`src/rtl/mux157_arbiter.sv`:
```
// rtl/mux157_arbiter.sv - round-robin arbiter sharing one SN74LS157 quad 2:1 mux between sources A and B
//
// Optional feature: define MUX157_ARB_BLANK_EN to insert one BLANK cycle
// (G_bar = 1, no grant) on every exit from OWN_A / OWN_B.
module mux157_arbiter #(
  parameter int HOLD_MAX = 8,
  parameter int CNT_W    = 4
) (
  input  logic CLK,
  input  logic CLR,
  input  logic REQ_A,
  input  logic REQ_B,
  output logic GNT_A,
  output logic GNT_B,
  output logic SELECT,
  output logic G_bar
);

  typedef enum logic [1:0] {
    IDLE  = 2'd0,
    OWN_A = 2'd1,
    OWN_B = 2'd2,
    BLANK = 2'd3
  } state_t;

  // LAST encoding: which source was served most recently.
  localparam logic LAST_A = 1'b0;
  localparam logic LAST_B = 1'b1;

  // Counter value at which the owner has used up its HOLD_MAX cycles.
  localparam logic [CNT_W-1:0] HOLD_LAST = (HOLD_MAX == 0) ? '0 : CNT_W'(HOLD_MAX - 1);
  localparam logic [CNT_W-1:0] HCNT_MAX  = '1;
  localparam logic             PREEMPT_ON = (HOLD_MAX != 0);

  state_t           state_q, state_d;
  logic             last_q, last_d;
  logic [CNT_W-1:0] hcnt_q, hcnt_d;
  logic             gnt_a_q, gnt_a_d;
  logic             gnt_b_q, gnt_b_d;
  logic             select_q, select_d;
  logic             g_bar_q, g_bar_d;

  logic [1:0]       arb_now;
  logic             preempt_a;
  logic             preempt_b;
  logic [CNT_W-1:0] hcnt_inc;

  // Arbitration: {valid, winner_is_b}. On a tie the source that is not LAST wins.
  function automatic logic [1:0] arb(input logic ra, input logic rb, input logic last);
    if (ra && rb) begin
      return {1'b1, ~last};
    end else if (ra) begin
      return 2'b10;
    end else if (rb) begin
      return 2'b11;
    end else begin
      return 2'b00;
    end
  endfunction

  // Map an arbitration result onto the owner state it leads to.
  function automatic state_t arb_state(input logic [1:0] g);
    if (!g[1]) begin
      return IDLE;
    end else if (g[0]) begin
      return OWN_B;
    end else begin
      return OWN_A;
    end
  endfunction

  // Preemption terms and the saturating hold-count increment.
  always_comb begin
    arb_now   = arb(REQ_A, REQ_B, last_q);
    preempt_a = PREEMPT_ON && REQ_B && (hcnt_q == HOLD_LAST);
    preempt_b = PREEMPT_ON && REQ_A && (hcnt_q == HOLD_LAST);
    hcnt_inc  = (hcnt_q == HCNT_MAX) ? hcnt_q : hcnt_q + 1'b1;
  end

  // Next-state, LAST and hold-counter logic; outputs decoded from the next state.
  always_comb begin
    state_d = state_q;
    last_d  = last_q;
    hcnt_d  = '0;

    case (state_q)
      IDLE, BLANK: begin
        state_d = arb_state(arb_now);
      end

      OWN_A: begin
        if (!REQ_A || preempt_a) begin
          last_d = LAST_A;
`ifdef MUX157_ARB_BLANK_EN
          state_d = BLANK;
`else
          state_d = arb_state(arb(REQ_A, REQ_B, LAST_A));
`endif
        end else begin
          state_d = OWN_A;
          hcnt_d  = hcnt_inc;
        end
      end

      OWN_B: begin
        if (!REQ_B || preempt_b) begin
          last_d = LAST_B;
`ifdef MUX157_ARB_BLANK_EN
          state_d = BLANK;
`else
          state_d = arb_state(arb(REQ_A, REQ_B, LAST_B));
`endif
        end else begin
          state_d = OWN_B;
          hcnt_d  = hcnt_inc;
        end
      end

      default: begin
        state_d = IDLE;
      end
    endcase

    // Clear wins over everything, including an active grant: no BLANK cycle.
    if (CLR) begin
      state_d = IDLE;
      last_d  = LAST_B;
      hcnt_d  = '0;
    end

    gnt_a_d = (state_d == OWN_A);
    gnt_b_d = (state_d == OWN_B);
    g_bar_d = !(gnt_a_d || gnt_b_d);

    // SELECT only moves together with a new grant; otherwise it holds.
    if (CLR) begin
      select_d = 1'b0;
    end else if (state_d == OWN_A) begin
      select_d = 1'b0;
    end else if (state_d == OWN_B) begin
      select_d = 1'b1;
    end else begin
      select_d = select_q;
    end
  end

  // State and registered-output flops; reset values come through the _d path.
  always_ff @(posedge CLK) begin
    if (CLR) begin
      state_q  <= IDLE;
      last_q   <= LAST_B;
      hcnt_q   <= '0;
      gnt_a_q  <= 1'b0;
      gnt_b_q  <= 1'b0;
      select_q <= 1'b0;
      g_bar_q  <= 1'b1;
    end else begin
      state_q  <= state_d;
      last_q   <= last_d;
      hcnt_q   <= hcnt_d;
      gnt_a_q  <= gnt_a_d;
      gnt_b_q  <= gnt_b_d;
      select_q <= select_d;
      g_bar_q  <= g_bar_d;
    end
  end

  assign GNT_A  = gnt_a_q;
  assign GNT_B  = gnt_b_q;
  assign SELECT = select_q;
  assign G_bar  = g_bar_q;

endmodule

```
`config.mk`:
```
export PLATFORM = sky130hd
export DESIGN_NAME = mux157_arbiter
export DESIGN_NICKNAME = d
export VERILOG_FILES = /design/src/rtl/mux157_arbiter.sv
export SDC_FILE = /design/constraint.sdc
export NUM_CORES = 1
export LEC_CHECK = 0
export BUFFER_PORTS_ARGS = -buffer_cell sky130_fd_sc_hd__buf_2
export CAP_MARGIN = 15
export CORE_MARGIN = 1.5
export CORE_UTILIZATION = 40
export CTS_BUF_LIST = sky130_fd_sc_hd__clkbuf_2 sky130_fd_sc_hd__clkbuf_4 sky130_fd_sc_hd__clkbuf_8
export DETAILED_ROUTE_END_ITERATION = 10
export HOLD_SLACK_MARGIN = 0.1
export SLEW_MARGIN = 20
export SYNTH_ARGS = -nofsm -noshare
export SYNTH_HDL_FRONTEND = slang
export SYNTH_SLANG_ARGS = --single-unit
```
`constraint.sdc`:
```
create_clock -name CLK -period 2.3 [get_ports CLK]
set_input_delay 0.46 -clock CLK [delete_from_list [all_inputs] [get_ports CLK]]
set_output_delay 0.46 -clock CLK [all_outputs]
set_load 0.01 [all_outputs]
```
# After elaboration in Yosys (flattened, before gate mapping)
# Cells that the tools add are included.
word_totals:
  reg_bits: 11
  latch_bits: 0
  mem_bits_rw: 0
  romBits: 0
  out_inout_bits: 4
  word_cells: 58
  mem_count: 0
classes:
  addsub: 1
  multipliers: 0
  n_div: 0
  n_lt_le_gt_ge: 0
  n_eq_ne: 9
  shifts: 0
  n_mux: 26
  bitwise: 1
  n_reduce_logical: 14
op_table:
  columns: ["cell", "count"]
  rows:
  - ["2-to-1 mux 2 bit", 18]
  - ["2-to-1 mux 4 bit", 3]
  - ["case mux 4 bit (2 select lines)", 1]
  - ["equality test 2 bit, second input constant", 3]
  - ["case mux 2 bit (3 select lines)", 1]
  - ["adder 4 x 1 -> 4 bit, second input constant", 1]
  - ["equality test 2 x 1 -> 1 bit, second input constant", 2]
  - ["equality test 4 x 3 -> 1 bit, second input constant", 1]
  - ["equality test 4 bit, second input constant", 1]
  - ["inequality test 2 bit, second input constant", 2]
  - ["OR reduction 2 bit", 2]
  - ["logical AND 1 bit", 3]
  - ["logical NOT 1 bit", 3]
  - ["logical OR 1 bit", 3]
  - ["AND reduction 3 bit", 1]
  - ["logical NOT 2 bit", 1]
  - ["2-to-1 mux 1 bit", 2]
  - ["case mux 1 bit (2 select lines)", 1]
  - ["nonzero test 2 bit", 1]
  - ["inverter 1 bit", 1]

# Depth between registers and ports, before layout
depth:
  depth_word: 13
  mapped_depth: 10
  depth_no_buf: 9

# Worst setup path after synthesis
# No wires, ideal clock.
synth_timing:
  path_type: "reg-to-reg"
  startpoint: "reg state_q[0]"
  endpoint: "reg g_bar_q, in the netlist G_bar"
  setup_time_ns: 0.123
  arrival_time_ns: 1.912
  t_required_ns: 2.177
  setup_slack_ns: 0.265
  stages_incl_launch_ff: 9
  n_path_buf: 1
  synth_period_minus_slack_ns: 2.035
  cell_sequence: "dfxtp_1 > inv_1 > ha_1 > clkbuf_2 > or3_1 > a31oi_1 > nor4b_1 > ha_1 > or2_2"
synth_between:
  elab_chain_cells: 7
synth_lines:
  columns: ["element", "line_no", "rtl"]
  rows:
  - ["start: declaration", "35", "state_t state_q, state_d;"]
  - ["start signal: assignment", "158", "state_q <= state_d;"]
  - ["equality test 2 bit / logical NOT 2 bit (equally long branches)", "86", "case (state_q)"]
  - ["OR reduction 2 bit", "86", null]
  - ["case mux 2 bit (3 select lines) (*)", "86", null]
  - ["2-to-1 mux 2 bit (*)", "125", "if (CLR) begin"]
  - ["via state_d[1]", "35", null]
  - ["equality test 2 x 1 -> 1 bit / equality test 2 bit (equally long branches)", "131, 132", null]
  - ["logical OR 1 bit (*)", "133", "g_bar_d = !(gnt_a_d || gnt_b_d);"]
  - ["logical NOT 1 bit (*)", "133", null]
  - ["via g_bar_d", "41", "logic g_bar_q, g_bar_d;"]
  - ["end signal: assignment", "164", "g_bar_q <= g_bar_d;"]
  - ["end: declaration", "41", null]
# Mark *: on every way through the listed nets, which the timed path passes. The rest lies on a longest branch.
# A chain may end at the register's enable or synchronous reset.

# Final worst setup path
layout_timing:
  startpoint: "reg state_q[0]"
  endpoint: "reg g_bar_q, in the netlist G_bar"
layout_between:
  elab_chain_cells: 7
layout_lines:
  columns: ["element", "line_no"]
  rows:
  - ["equality test 2 bit / logical NOT 2 bit (equally long branches)", "86"]
  - ["OR reduction 2 bit", "86"]
  - ["case mux 2 bit (3 select lines) (*)", "86"]
  - ["2-to-1 mux 2 bit (*)", "125"]
  - ["equality test 2 x 1 -> 1 bit / equality test 2 bit (equally long branches)", "131, 132"]
  - ["logical OR 1 bit (*)", "133"]
  - ["logical NOT 1 bit (*)", "133"]
  - ["via g_bar_d", "41"]
# Marked as above.

==> results.md <==
- Final number of hold-violating endpoints: 0
- # nets final: 89
- First-pass GRT wire length: 1.980 mm
- Syn Nets: 79
- CTS Buffer Depth: 2
- PwrDens: 680.1 nW/um2
- WP data required: 2.46 ns
- Vias after detailed routing: 511
- Syn_area_per_cell: 8.668 um2
- Yosys reg bits: 11
- Post-synth top area cell: dfxtp_1
- Crit-path cells: inv_1 -> ha_1 -> nor2_1 -> o21ai_0 -> o21ai_0 -> nand2_1 -> ha_1 -> or2_2
- Final setup margin: 0.1616 ns
- Layout cells sized above 1: 0.1923
- Ant. Diodes: 0
- Worst Path Class, Setup: flip-flop to flip-flop
- Fillers: 131
- Hold Crit Class: primary input to flip-flop
- Sink Count: 11
- Delay-heaviest family, CP: adder cells
- Share of the synthesized area in the top cell type: 0.3682
- Mapped Area: 598.1 um2
- Clock Skew: 0.001156 ns
- Hold Path Sink: GNT_A$_SDFF_PP0_
- Slew headroom: 0.6795
- Ys async rst share: 0
- Crit path buf inv count: 1
- Chip Height: 41.67 um
- Hold depth: 2
- Largest net degree at the start of global routing: 11
- Via density: 5.495
- Leakage: 0.2933 nW
- Global placement routability congestion: 0.7216
- Number of global-route vias before repair: 458
- Crit-path max cell delay: 0.39 ns
- Clk slew on worst S/H paths: 0.07 ns
- Final Slew Violations: 0
- Commonest non-fill, non-tap cell in the layout: dfxtp_1
- Initial antenna violation count: 0
- Synth area leaders: dfxtp_1 (37%), ha_1 (13%), nor2_1 (4.4%)
- Congestion Overflow GR: 0
- DRC: 0
- Worst Tran Pin Value: 0.4757 ns
- Minimum clock period: 2.138 ns
- DP HPWL: 782.3 um
- Reg-to-reg setup timing slack: 0.16 ns
- Mapped Cells: 69
- Setup TNS: 0 ns
- Critical-path top delay cell: ha_1
- Setup repair bufs after CTS: 0
- Ports: 8
- Register area share after synthesis: 0.3682
- Worst-Skew Late Latency: 0.27 ns
- Post-CTS Resized: 0
- EDFF count, synth: 0
- Horiz. Die Dim: 41.67 um
- Max_cap viols: 0
- DR WL/cell: 12.02 um
- HP Start: CLR
- Reg-to-reg startpoint: state_q[0]$_SDFF_PP0_
- Initial Util: 0.4430
- CORE AREA: 1350 um2
- Row cnt: 13
- Worst Setup Start Kind: flip-flop
- CTS tree: done
- Ys flop type: dfxtp_1
- Distinct cell type count after synthesis: 30
- Die area: 1736 um2
- Max FO, Critical Path: 9
- Fmax: 467.6 MHz
- Synthesis-to-layout area growth: 14.64%
- Unrepaired setup endpoints after global routing: false
- CP arrival: 2.30 ns
- Drt first pass iters: 4
- Syn. warnings: 0
- Most frequent cells in the layout: dfxtp_1 (11), nor2_1 (7), buf_2 (7), ha_1 (6)
- RR Endpoint: G_bar$_SDFF_PP1_
- PortBufs: 7
- Total Wirelength: 1.118 mm
- Fin crit share: 0.9297
- Hold buffer count at cts: 0
- Crit path from: state_q[0]$_SDFF_PP0_
- DRT antenna net count: 0
- VDD IR max: 0.3870 mV
- Status: complete, no violations
- Starting DRT DRC Count: 8
- CTS Buf Count: 3
- Final setup vio count: 0
- Total GRT Usage: 0.1498
- Worst r2r path cells: 8
- H-tree level count: 1
- Root buffer cell: clkbuf_4
- Setup WS pre-CTS: 0.1360 ns
- Critical Path End Type: flip-flop
[kinds of logic after synthesis]
kind of cell               synth area share
and+or+nand+nor                      0.2992
AOI/OAI and AO/OA                    0.1360
DFF                                  0.3682
buffers and inverters               0.03973
adders and majority gates            0.1255
xor gates and xnor gates            0.01465
muxes                               0.01674
[metal layers]
layer  up-vias  GRT usage  part of all wire
met5         -          0                 0
met1       235     0.2064              0.51
met4         0    0.09677             0.020
li1        262          -                 -
met3         4    0.04348             0.046
met2        10     0.2000              0.43
[worst max-delay path by stage]
stage	to	cells past startpoint
5_1_grt	G_bar$_SDFF_PP1_	8
4_1_cts	G_bar$_SDFF_PP1_	7
3_5_place_dp	G_bar$_SDFF_PP1_	7
6_report	G_bar$_SDFF_PP1_	8
2_1_floorplan	G_bar$_SDFF_PP1_	8
3_3_place_gp	G_bar$_SDFF_PP1_	7
[where the power goes]
group          total [mW]  internal (mW)  switching [mW]
clock network       0.145         0.0790          0.0660
logic               0.110         0.0489          0.0611
registers           0.211          0.205         0.00683
total               0.466          0.332           0.134
[Yosys cell counts, types with 2 or more instances]
cell type and instances:
inv_1 4, nor2_1 7, o21ai_0 3, nor2b_1 2, nand2b_1 2, ha_1 6, nor4b_1 2, nand3_1 2
a21oi_1 3, dfxtp_1 11, nor3_1 3, a31oi_1 2, and2_1 2, nand2_1 4
[through the flow]
step,std cells,power [mW],instance area (um2),hold slack [ns],utilization
final,93,0.4663,685.7,0.4754,0.5079
after global routing,93,0.4972,685.7,0.5025,0.5079
after global placement,89,0.3180,643.1,0.4802,0.4764
after floorplan,69,0.2927,598.1,0.4667,-
after CTS,93,0.4654,673.1,0.4610,0.4986
after detailed placement,89,0.3180,643.1,0.4923,0.4764
[area by class of cell]
class	count	area [um2]	area share
inverters	4	15.01	0.02190
clock buffers	4	30.03	0.04380
repair buffers	7	35.03	0.05109
flip-flops and latches	11	220.2	0.3212
multi-input cells	52	366.6	0.5347
well taps	15	18.77	0.02737
[state kept, by name, summed over array words and instances (netlist names)]
name / flops
hcnt_q: 4
GNT_A: 1
state_q: 2
GNT_B: 1
last_q: 1
SELECT: 1
G_bar: 1
(Power assumes the default switching activity.)
